$ cat config.mk
export PLATFORM = sky130hd
export DESIGN_NAME = state_sequencer
export DESIGN_NICKNAME = d
export VERILOG_FILES = /design/src/rtl/state_sequencer.sv
export SDC_FILE = /design/constraint.sdc
export NUM_CORES = 1
export LEC_CHECK = 0
export ABC_AREA = 1
export CORE_MARGIN = 2
export CORE_UTILIZATION = 49
export DETAILED_ROUTE_END_ITERATION = 12
export PLACE_DENSITY = 0.82
export SLEW_MARGIN = 10
export SYNTH_ARGS = -nofsm -noshare
export SYNTH_HDL_FRONTEND = slang
export SYNTH_SLANG_ARGS = --single-unit
$ cat constraint.sdc
create_clock -name clk -period 1.7 [get_ports clk]
set_clock_uncertainty 0.2 [all_clocks]
set_input_delay 0.51 -clock clk [delete_from_list [all_inputs] [get_ports clk]]
set_output_delay 0.51 -clock clk [all_outputs]
set_load 0.03 [all_outputs]
$ cat src/rtl/state_sequencer.sv
// Next-state sequencer for the multicycle core: decodes the IR opcode and flags into
// a registered StateID, stalls on memory handshakes and walks the LM/SM register mask.
module state_sequencer #(
  parameter int STATE_W = 5,
  parameter int MASK_W  = 8
) (
  input  logic               clk,
  input  logic               reset,
  input  logic [15:0]        IR,
  input  logic               carry_flag,
  input  logic               zero_flag,
  input  logic               eq_flag,
  input  logic               mem_ready,
  output logic [STATE_W-1:0] StateID,
  output logic               mem_req,
  output logic [2:0]         lm_index,
  output logic               instr_done,
  output logic               illegal_op
);

  localparam logic [STATE_W-1:0] S_FETCH      = STATE_W'(0);
  localparam logic [STATE_W-1:0] S_DECODE     = STATE_W'(1);
  localparam logic [STATE_W-1:0] S_ALU_RR     = STATE_W'(2);
  localparam logic [STATE_W-1:0] S_WB_RR      = STATE_W'(3);
  localparam logic [STATE_W-1:0] S_ALU_IMM    = STATE_W'(4);
  localparam logic [STATE_W-1:0] S_WB_IMM     = STATE_W'(5);
  localparam logic [STATE_W-1:0] S_LHI        = STATE_W'(6);
  localparam logic [STATE_W-1:0] S_ADDR       = STATE_W'(7);
  localparam logic [STATE_W-1:0] S_MEM_RD     = STATE_W'(8);
  localparam logic [STATE_W-1:0] S_WB_MEM     = STATE_W'(9);
  localparam logic [STATE_W-1:0] S_MEM_WR     = STATE_W'(10);
  localparam logic [STATE_W-1:0] S_BEQ_CMP    = STATE_W'(11);
  localparam logic [STATE_W-1:0] S_BR_TAKE    = STATE_W'(12);
  localparam logic [STATE_W-1:0] S_JAL        = STATE_W'(13);
  localparam logic [STATE_W-1:0] S_JLR        = STATE_W'(14);
  localparam logic [STATE_W-1:0] S_MULTI_SCAN = STATE_W'(15);
  localparam logic [STATE_W-1:0] S_MULTI_RD   = STATE_W'(16);
  localparam logic [STATE_W-1:0] S_MULTI_WB   = STATE_W'(17);
  localparam logic [STATE_W-1:0] S_MULTI_WR   = STATE_W'(18);
  localparam logic [STATE_W-1:0] S_PC_INC     = STATE_W'(19);

  localparam logic [3:0] OP_ADD = 4'b0000;
  localparam logic [3:0] OP_ADI = 4'b0001;
  localparam logic [3:0] OP_NDU = 4'b0010;
  localparam logic [3:0] OP_LHI = 4'b0011;
  localparam logic [3:0] OP_LW  = 4'b0100;
  localparam logic [3:0] OP_SW  = 4'b0101;
  localparam logic [3:0] OP_LM  = 4'b0110;
  localparam logic [3:0] OP_SM  = 4'b0111;
  localparam logic [3:0] OP_JAL = 4'b1000;
  localparam logic [3:0] OP_JLR = 4'b1001;
  localparam logic [3:0] OP_BEQ = 4'b1100;

  logic [STATE_W-1:0] state_q, state_d;
  logic [MASK_W-1:0]  lm_mask_q, lm_mask_d;
  logic [2:0]         lm_index_q, lm_index_d;
  logic [2:0]         low_idx;
  logic               decode_illegal;
  logic [3:0]         opcode;
  logic               is_store;
  logic               unused_ir_bits;

  assign opcode = IR[15:12];
  // LW/SW and LM/SM differ only in the opcode LSB; IR is stable for the whole instruction.
  assign is_store = IR[12];
  assign unused_ir_bits = ^IR[11:MASK_W];

  // Lowest set bit wins: scanning downward lets the smallest index overwrite last.
  always_comb begin
    low_idx = '0;
    for (int i = MASK_W - 1; i >= 0; i--) begin
      if (lm_mask_q[i]) low_idx = 3'(i);
    end
  end

  always_comb begin
    // NOTE: every target gets a default before the case so no path leaves one unassigned (no latches).
    state_d        = state_q;
    lm_mask_d      = lm_mask_q;
    lm_index_d     = lm_index_q;
    decode_illegal = 1'b0;
    case (state_q)
      S_FETCH:  if (mem_ready) state_d = S_DECODE;
      S_DECODE: begin
        case (opcode)
          OP_ADD, OP_NDU: begin
            case (IR[1:0])
              2'b00:   state_d = S_ALU_RR;
              2'b10:   state_d = carry_flag ? S_ALU_RR : S_PC_INC;
              2'b01:   state_d = zero_flag  ? S_ALU_RR : S_PC_INC;
              default: begin
                state_d        = S_PC_INC;
                decode_illegal = 1'b1;
              end
            endcase
          end
          OP_ADI:       state_d = S_ALU_IMM;
          OP_LHI:       state_d = S_LHI;
          OP_LW, OP_SW: state_d = S_ADDR;
          OP_BEQ:       state_d = S_BEQ_CMP;
          OP_JAL:       state_d = S_JAL;
          OP_JLR:       state_d = S_JLR;
          OP_LM, OP_SM: begin
            state_d   = S_MULTI_SCAN;
            lm_mask_d = IR[MASK_W-1:0];
          end
          default: begin
            state_d        = S_PC_INC;
            decode_illegal = 1'b1;
          end
        endcase
      end
      S_ALU_RR:  state_d = S_WB_RR;
      S_WB_RR:   state_d = S_PC_INC;
      S_ALU_IMM: state_d = S_WB_IMM;
      S_WB_IMM:  state_d = S_PC_INC;
      S_LHI:     state_d = S_PC_INC;
      S_ADDR:    state_d = is_store ? S_MEM_WR : S_MEM_RD;
      S_MEM_RD:  if (mem_ready) state_d = S_WB_MEM;
      S_WB_MEM:  state_d = S_PC_INC;
      S_MEM_WR:  if (mem_ready) state_d = S_PC_INC;
      S_BEQ_CMP: state_d = eq_flag ? S_BR_TAKE : S_PC_INC;
      S_MULTI_SCAN: begin
        if (lm_mask_q == '0) begin
          state_d = S_PC_INC;
        end else begin
          lm_index_d = low_idx;
          lm_mask_d  = lm_mask_q & (lm_mask_q - MASK_W'(1));
          state_d    = is_store ? S_MULTI_WR : S_MULTI_RD;
        end
      end
      S_MULTI_RD: if (mem_ready) state_d = S_MULTI_WB;
      S_MULTI_WB: state_d = S_MULTI_SCAN;
      S_MULTI_WR: if (mem_ready) state_d = S_MULTI_SCAN;
      S_PC_INC, S_BR_TAKE, S_JAL, S_JLR: state_d = S_FETCH;
      default: state_d = S_FETCH;
    endcase
  end

  always_ff @(posedge clk or posedge reset) begin
    if (reset) begin
      state_q    <= S_FETCH;
      lm_mask_q  <= '0;
      lm_index_q <= '0;
    end else begin
      // NOTE: non-blocking assignments so all state registers update together on the edge.
      state_q    <= state_d;
      lm_mask_q  <= lm_mask_d;
      lm_index_q <= lm_index_d;
    end
  end

  assign StateID    = state_q;
  assign lm_index   = lm_index_q;
  assign illegal_op = decode_illegal;
  assign mem_req    = (state_q == S_FETCH)    || (state_q == S_MEM_RD)   ||
                      (state_q == S_MEM_WR)   || (state_q == S_MULTI_RD) ||
                      (state_q == S_MULTI_WR);
  assign instr_done = (state_q == S_PC_INC)   || (state_q == S_BR_TAKE)  ||
                      (state_q == S_JAL)      || (state_q == S_JLR);

endmodule

==> results.sh, run 1 <==
export IMPL_status="stopped before the end"
export IMPL_haltStage="global routing (5_1_grt)"
export IMPL_tool_error="[ERROR GRT-0232] Routing congestion too high. Check the congestion heatmap in the GUI."
export IMPL_synth_cells=214
export IMPL_postGrtWorstEndpoint="mem_req"
export IMPL_clock_root_buffer="clkbuf_4"
export IMPL_worst_ep_kind="primary output"
export IMPL_grt_overflow=147
export IMPL_syn_nets=236
export IMPL_hpwl_um=3060
export IMPL_numCtsBuffers=3
export IMPL_finalWeightedCongestion=0.923
export IMPL_grt_use_total_pct=76.6
export IMPL_synthDistinctLibCells=23
export IMPL_initial_core_util_pct=52.3
export IMPL_yosysTopAreaCell="dfrtp_1"
export IMPL_htree_num_levels=1
export IMPL_port_buffer_count=28
export IMPL_place_inst=318
export IMPL_cts_sinks=16
export IMPL_dieHeight_um=55.6
export IMPL_avgSynthCellArea_sq_um=6.10
export IMPL_rows=18
export IMPL_netlist_area_sq_um=1310
export IMPL_die_x_um=55.6
export IMPL_num_io_pins=33
export IMPL_ys_warn_count=0
export IMPL_ys_ff_latch=16
export IMPL_clk_path_buf_depth=2
export IMPL_synth_area_top_cells="dfrtp_1, nand2_1, nor2_1"
export IMPL_grt_max_degree=17
export IMPL_synth_top_area_share_pct=30.7
export IMPL_synth_yosys_seq_area_share_pct=30.7
## cell families after synthesis
| logic type | after synthesis | synth area share (%) |
|---|---|---|
| flip-flops | 16 | 30.7 |
| AND/OR/NAND/NOR | 142 | 49.4 |
| buffers and inverters | 36 | 11.2 |
| AO/OA/AOI/OAI | 20 | 8.72 |
## synth_stat cells (all sizes together)
cell,number
nand4,7
nor2,35
buf,2
dfrtp,16
a21oi,8
o31ai,3
o32a,1
o22ai,1
nand2,76
nor3,4
nand3,20
inv,33
clkinv,1
o21ai,7
## repair_timing
item	in CTS
buffers inserted	26
gates resized for setup	45
gates cloned	1
endpoints found under the setup margin	18
pin swaps	16
hold buffers	0
## stage by stage
stage	TNS, ps	hold WS (ps)	setup WS (ps)	cell area [sq um]
floorplan	-883	223	-207	1350
global placement	-5770	258	-711	1980
detailed placement	-6130	266	-768	1980
CTS	-1700	290	-405	2270
## per-layer routing
layer	track usage, %	GRT overflow
met2	104	88
met4	99.0	58
met3	41.2	0
met5	0	0
met1	71.9	1
==> inputs of run 2 (changes only) <==
CORE_AREA = 2 2 63 65   (was default)
CORE_MARGIN = default   (was 2)
CORE_UTILIZATION = default   (was 49)
DIE_AREA = 0 0 65 67   (was default)
PLACE_DENSITY = default   (was 0.82)
PLACE_DENSITY_LB_ADDON = 0.15   (was default)
==> results.sh, run 2 <==
export IMPL_grt_pass1_vias=1743
export IMPL_grt_use_total_pct=22.7
export IMPL_synth_area_top_cells="dfrtp_1, nand2_1, nor2_1"
export IMPL_post_route_drc_count=0
export IMPL_worstMarginPinSlew_ps=214
export IMPL_synth_ff_type="dfrtp_1"
export IMPL_postCtsHoldBufs=0
export IMPL_largest_reg_flops=8
export IMPL_hold_ws_ps=280
export IMPL_finalSetupViolCount=14
export IMPL_yosysTopAreaCell="dfrtp_1"
export IMPL_final_max_slew_viol_count=0
export IMPL_r2r_start="StateID[0]"
export IMPL_via_per_inst=4.75
export IMPL_cp_required_ps=990
export IMPL_worst_setup_path_start_kind="register"
export IMPL_initial_core_util_pct=36.2
export IMPL_grt_max_degree=17
export IMPL_path_cells="nor2_4 -> nand4_1 -> nand4_1 -> buf_6"
export IMPL_rsz0062_at_grt="yes"
export IMPL_cp_slowest_stage_delay_ps=470
export IMPL_wl_um=4420
export IMPL_antenna_found_initial=0
export IMPL_first_pass_iters=4
export IMPL_crit_slowest_cell="dfrtp_2"
export IMPL_drv_cap=0
export IMPL_synth_top_area_share_pct=30.7
export IMPL_syn_nets=236
export IMPL_cts_sinks=16
export IMPL_drive_gt1_share_pct=47.6
export IMPL_netSwitchingFraction_pct=47.1
export IMPL_yosys_top_cells_count="nand2_1, nor2_1, inv_1"
export IMPL_vias=1726
export IMPL_cts_tree="done"
export IMPL_port_buffer_count=28
export IMPL_maxSlewHeadroom_pct=85.6
export IMPL_die_x_um=65
export IMPL_p_switching_mw=1.80
export IMPL_num_io_pins=33
export IMPL_design_core_area_sq_um=3610
export IMPL_antenna_left=0
export IMPL_fillers=326
export IMPL_hpwl_um=2960
export IMPL_nets=338
export IMPL_mostFrequentLayoutCells="buf_4, nand2_1, inv_1, nor2_1, buf_6"
export IMPL_grt_pass1_wl_um=7640
export IMPL_crit_start="StateID[3]"
export IMPL_netlist_area_sq_um=1310
export IMPL_synth_edf_count=0
export IMPL_p_int_mw=2.03
export IMPL_die_area_sq_um=4360
export IMPL_drt_iter0_markers=68
export IMPL_ir_drop_uv=671
export IMPL_clkTransAtPathRegs_ps=60
export IMPL_violations="negative setup slack"
export IMPL_synth_cells=214
export IMPL_clock_fmax_mhz=486
export IMPL_power_leakage_nw=1.29
export IMPL_final_hold_viol_count=0
export IMPL_wire_per_inst_um=12.2
export IMPL_clock_root_buffer="clkbuf_8"
export IMPL_rows=22
export IMPL_htree_num_levels=1
export IMPL_min_delay_start="lm_index[1]"
export IMPL_synthDistinctLibCells=23
export IMPL_critPathArrivalTime_ps=1350
export IMPL_top_register="lm_mask_q"
export IMPL_grt_overflow=0
export IMPL_ys_warn_count=0
export IMPL_clk_path_buf_depth=2
export IMPL_clockPowerShare_pct=8.8
export IMPL_synthArstFlopShare_pct=100
export IMPL_ys_ff_latch=16
export IMPL_end_kind="primary output"
export IMPL_worstSkewPairLatency_ps=250
export IMPL_utilization_pct=67.7
export IMPL_pwr_share_seq_pct=18.7
export IMPL_crit_type="register to primary output"
export IMPL_diodes=0
export IMPL_avgSynthCellArea_sq_um=6.10
export IMPL_fin_crit_ps=2060
export IMPL_synth_yosys_seq_area_share_pct=30.7
export IMPL_dieHeight_um=67
export IMPL_area_growth_pct=86.9
export IMPL_numCtsBuffers=3
export IMPL_power_density_nw_per_um2=1570
export IMPL_power_frac_comb_pct=72.5
export IMPL_status="complete, but fails checks"
export IMPL_hp_class="register to register"
export IMPL_place_inst=336
export IMPL_setup_slack_ps=-357
export IMPL_synthMostInstantiatedCell="nand2_1"
export IMPL_stdcell_count=363
export IMPL_cp_max_fo=5
export IMPL_layout_commonest_cell="buf_4"
export IMPL_min_period_over_period_pct=121
export IMPL_finalWeightedCongestion=0.891
export IMPL_crit_top_cell="nand4_1"
==> run 2: cell counts after synthesis <==
Identical to the previous run, type by type.
==> run 2: cells by family (layout without fill, tap and decap cells) <==
| kind of cell | Yosys count | in the layout | synth area share, % |
|---|---|---|---|
| compound gates | 20 | 20 | 8.72 |
| buf+inv | 36 | 136 | 11.2 |
| flops | 16 | 16 | 30.7 |
| simple gates | 142 | 143 | 49.4 |
==> run 2: power by group through the flow <==
stage          registers (mW)  logic [mW]  clock network, mW
6_report                0.714        2.78              0.338
3_5_place_dp            0.698        2.17                  0
3_3_place_gp            0.697        2.16                  0
2_1_floorplan           0.818        1.15                  0
4_1_cts                 0.702        2.67              0.347
5_1_grt                 0.737        3.05              0.363
==> run 2: timing repair <==
item                                   CTS  global route
buffers inserted                        25             7
resized for setup                       61            25
endpoints found under the hold margin    0             0
cloned                                   1             1
pin swaps                               17            14
setup endpoints to repair               18            23
==> run 2: worst paths after layout <==
kind                            slack, ps  cells after the start      endpoint
worst max-delay path                 -360                      4       mem_req
max in group asynchronous             720                      3    StateID[4]
min in group asynchronous             370                      3  lm_mask_q[6]
worst min register to register        280                      2   lm_index[1]
worst max register to register        -90                     11    StateID[4]
worst min-delay path                  280                      2   lm_index[1]
==> run 2: critical path, delay by kind of cell (launching register included) <==
kind          cells  cell delay, ps
simple gates      3             490
flops             1             470
buf+inv           1             150
==> run 2: layout make-up <==
type	count	area (sq um)	area share (%)
inverters	34	141	5.79
clock buffers	4	55.1	2.26
multi-input cells	163	930	38.1
flip-flops and latches	16	407	16.7
well taps	48	60.1	2.46
repair buffers	98	848	34.8
==> run 2: stage by stage <==
stage / area (sq um) / power, mW / setup WS (ps) / setup TNS, ps
finish: 2440 / 3.83 / -357 / -1800
floorplan: 1350 / 1.97 / -207 / -883
CTS: 2370 / 3.72 / -350 / -1190
global route: 2440 / 4.15 / -409 / -2970
global placement: 2010 / 2.85 / -719 / -6140
detailed placement: 2010 / 2.87 / -737 / -6270
==> run 2: routing by layer <==
| layer | wire (um) | global-route usage (%) | vias to the layer above |
|---|---|---|---|
| met4 | 12 | 6.12 | 0 |
| met2 | 2110 | 39.9 | 49 |
| met1 | 2080 | 28.6 | 783 |
| met3 | 219 | 3.55 | 4 |
| met5 | 0 | 0 | - |
| li1 | - | - | 890 |
No activity file was read; power rests on OpenSTA's default activity.
==> inputs of run 3 (changes only) <==
CAP_MARGIN = 20   (was default)
CTS_CLUSTER_SIZE = 14   (was default)
==> results of run 3 <==
Final layout, timing and power as in run 2 (identical DEF).
==> variant: new RTL, flow settings as in run 2 <==
Set the parameter `MASK_W` to 6 (it was 8).
--- a/src/rtl/state_sequencer.sv
+++ b/src/rtl/state_sequencer.sv
@@ -2,7 +2,7 @@
 // a registered StateID, stalls on memory handshakes and walks the LM/SM register mask.
 module state_sequencer #(
   parameter int STATE_W = 5,
-  parameter int MASK_W  = 8
+  parameter int MASK_W  = 6
 ) (
   input  logic               clk,
   input  logic               reset,
Behaviour: not the same (a bounded check fails within 4 cycles, from zero or initial values and one cycle with reset high).
==> variant against run 2 <==
- the run still ends with negative setup slack left
- critical path depth grew 2
- sequential cell count shrank 2
- routed wire length shrank 17%
- design area shrank 12%
- synthesized area shrank 2.9%
- worst setup slack lost 0.031 ns
- power shrank 6.6%
- via count shrank 11%
- critical path type unchanged
- critical endpoint is now illegal_op
- largest cell class unchanged
==> variant: results (changes against run 2) <==
stage,metric,value,unit,change
run_status,status,"finished, violations left",,unchanged
run_status,failed_checks,negative setup slack,,unchanged
power_and_ir_drop,leakagePower,1.10,nW,was 1.29 nW
synthesis,synthTopCellsByArea,"dfrtp_1 28%, nand2_1 14%, nor2_1 9.5%",,"was dfrtp_1 31%, nand2_1 21%, nor2_1 8.0%"
global_route,grt_max_degree,15,,was 17
drt,dr.first_iter.drc_count,79,,was 68
cells_and_area,fillers,357,,was 326
sta,setup_ws,-0.388,ns,was -0.357 ns
sta,relSlewSlack,80.1,%,was 85.6%
drt,routed_wl,3670,µm,was 4420 µm
worst_setup_path,cp_max_fo,4,,was 5
cells_and_area,seq_share,16.6,%,was 16.7%
cells_and_area,design_area,0.00215,mm²,was 0.00244 mm²
cells_and_area,largest_register_ffs,6,,was 8
cells_and_area,drive_gt1_share,43.9,%,was 47.6%
global_route,grt_pass1_vias,1499,,was 1743
cells_and_area,clock_area_share,2.56,%,was 2.26%
synthesis,synth_common_cells,"47 x nand2_1, 32 x nor2_1, 26 x inv_1, 21 x nand3_1",,"was 74 x nand2_1, 28 x nor2_1, 27 x inv_1, 17 x nand3_1, 16 x dfrtp_1"
global_route,grt_pass1_wl,6220,µm,was 7640 µm
power_and_ir_drop,ir_drop,0.000786,V,was 0.000671 V
cells_and_area,multi_input_area_share,41.1,%,was 38.1%
cells_and_area,multi_input_cells,153,,was 163
cells_and_area,nonClkBufAreaFrac,31.1,%,was 34.8%
synthesis,synth_fp_nets,224,,was 236
synthesis,synth_compound_area_share,13.6,%,was 8.72%
placed_design,gp_congestion,0.936,,was 0.891
synthesis,synth.distinct_cells,28,,was 23
sta,hold-worst-slack,0.294,ns,was 0.280 ns
drt,vias_per_cell,4.69,,was 4.75
cells_and_area,signal_buffers,76,,was 98
sta,setup_viol,10,,was 14
worst_setup_path,r2r_start,StateID[3],,was StateID[0]
placed_design,dp_hpwl,2950,µm,was 2960 µm
worst_setup_path,crit_arrival,1.38,ns,was 1.35 ns
placed_design,io_buffers,26,,was 28
cells_and_area,area_growth_syn_to_layout,69.7,%,was 86.9%
worst_setup_path,rrSetupSlack,-0.02,ns,was -0.09 ns
sta,fin_tns_setup,-1.33,ns,was -1.80 ns
cells_and_area,nNetsFinal,301,,was 338
cells_and_area,inv_count,31,,was 34
placed_design,dpl_cell_area,0.00195,mm²,was 0.00201 mm²
==> variant: cell count changes in the layout (fill, tap and decap cells not counted), sizes merged, moves of 4 or more <==
cell          run 2  this run
nand2            77        54
buf              83        61
o21ai             7        20
nand4             7         1
a21oi             8         4
nand3            20        24
nor2             35        39
==> variant: stage by stage <==
| stage | std cells | power [mW] | setup WS (ns) |
|---|---|---|---|
| finish | 326 | 3.58 | -0.388 |
| global route | 326 | 3.85 | -0.465 |
| CTS | 322 | 3.43 | -0.403 |
| detailed placement | 316 | 3.00 | -0.746 |
| global placement | 316 | 2.98 | -0.718 |
| floorplan | 202 | 2.03 | -0.300 |
==> variant: path summary, 6_finish.rpt <==
kind / cells past startpoint / to
setup / recovery: 6 / illegal_op
hold / removal: 2 / lm_index[1]
setup reg to reg: 9 / lm_mask_q[5]
hold reg to reg: 2 / lm_index[1]
max in group asynchronous: 3 / StateID[1]
min in group asynchronous: 3 / StateID[3]
==> variant: critical path: cells and delay by family, from the launching register on <==
kind	cells	cell delay (ns)
AOI/OAI and AO/OA	1	0.10
buffers and inverters	2	0.19
DFF	1	0.42
and+or+nand+nor	3	0.41
==> variant: routing by layer <==
metal	global-route usage [%]	up-vias	wire length, µm	part of all wire, %
met5	0	-	0	0
met4	3.72	0	51	1.4
met3	3.89	4	182	5.0
met2	34.5	41	1810	49
met1	21.6	687	1620	44
li1	-	797	-	-
==> variant: report_power, final <==
part,switching [mW],internal [mW],leakage (nW)
Clock,0.114,0.205,0.0288
Combinational,1.38,1.21,0.894
Sequential,0.167,0.494,0.173
==> variant: what timing repair did <==
item	4_1_cts	5_1_grt
pin swaps	4	10
resized for setup	25	26
setup endpoints to repair	18	18
setup buffers	2	4
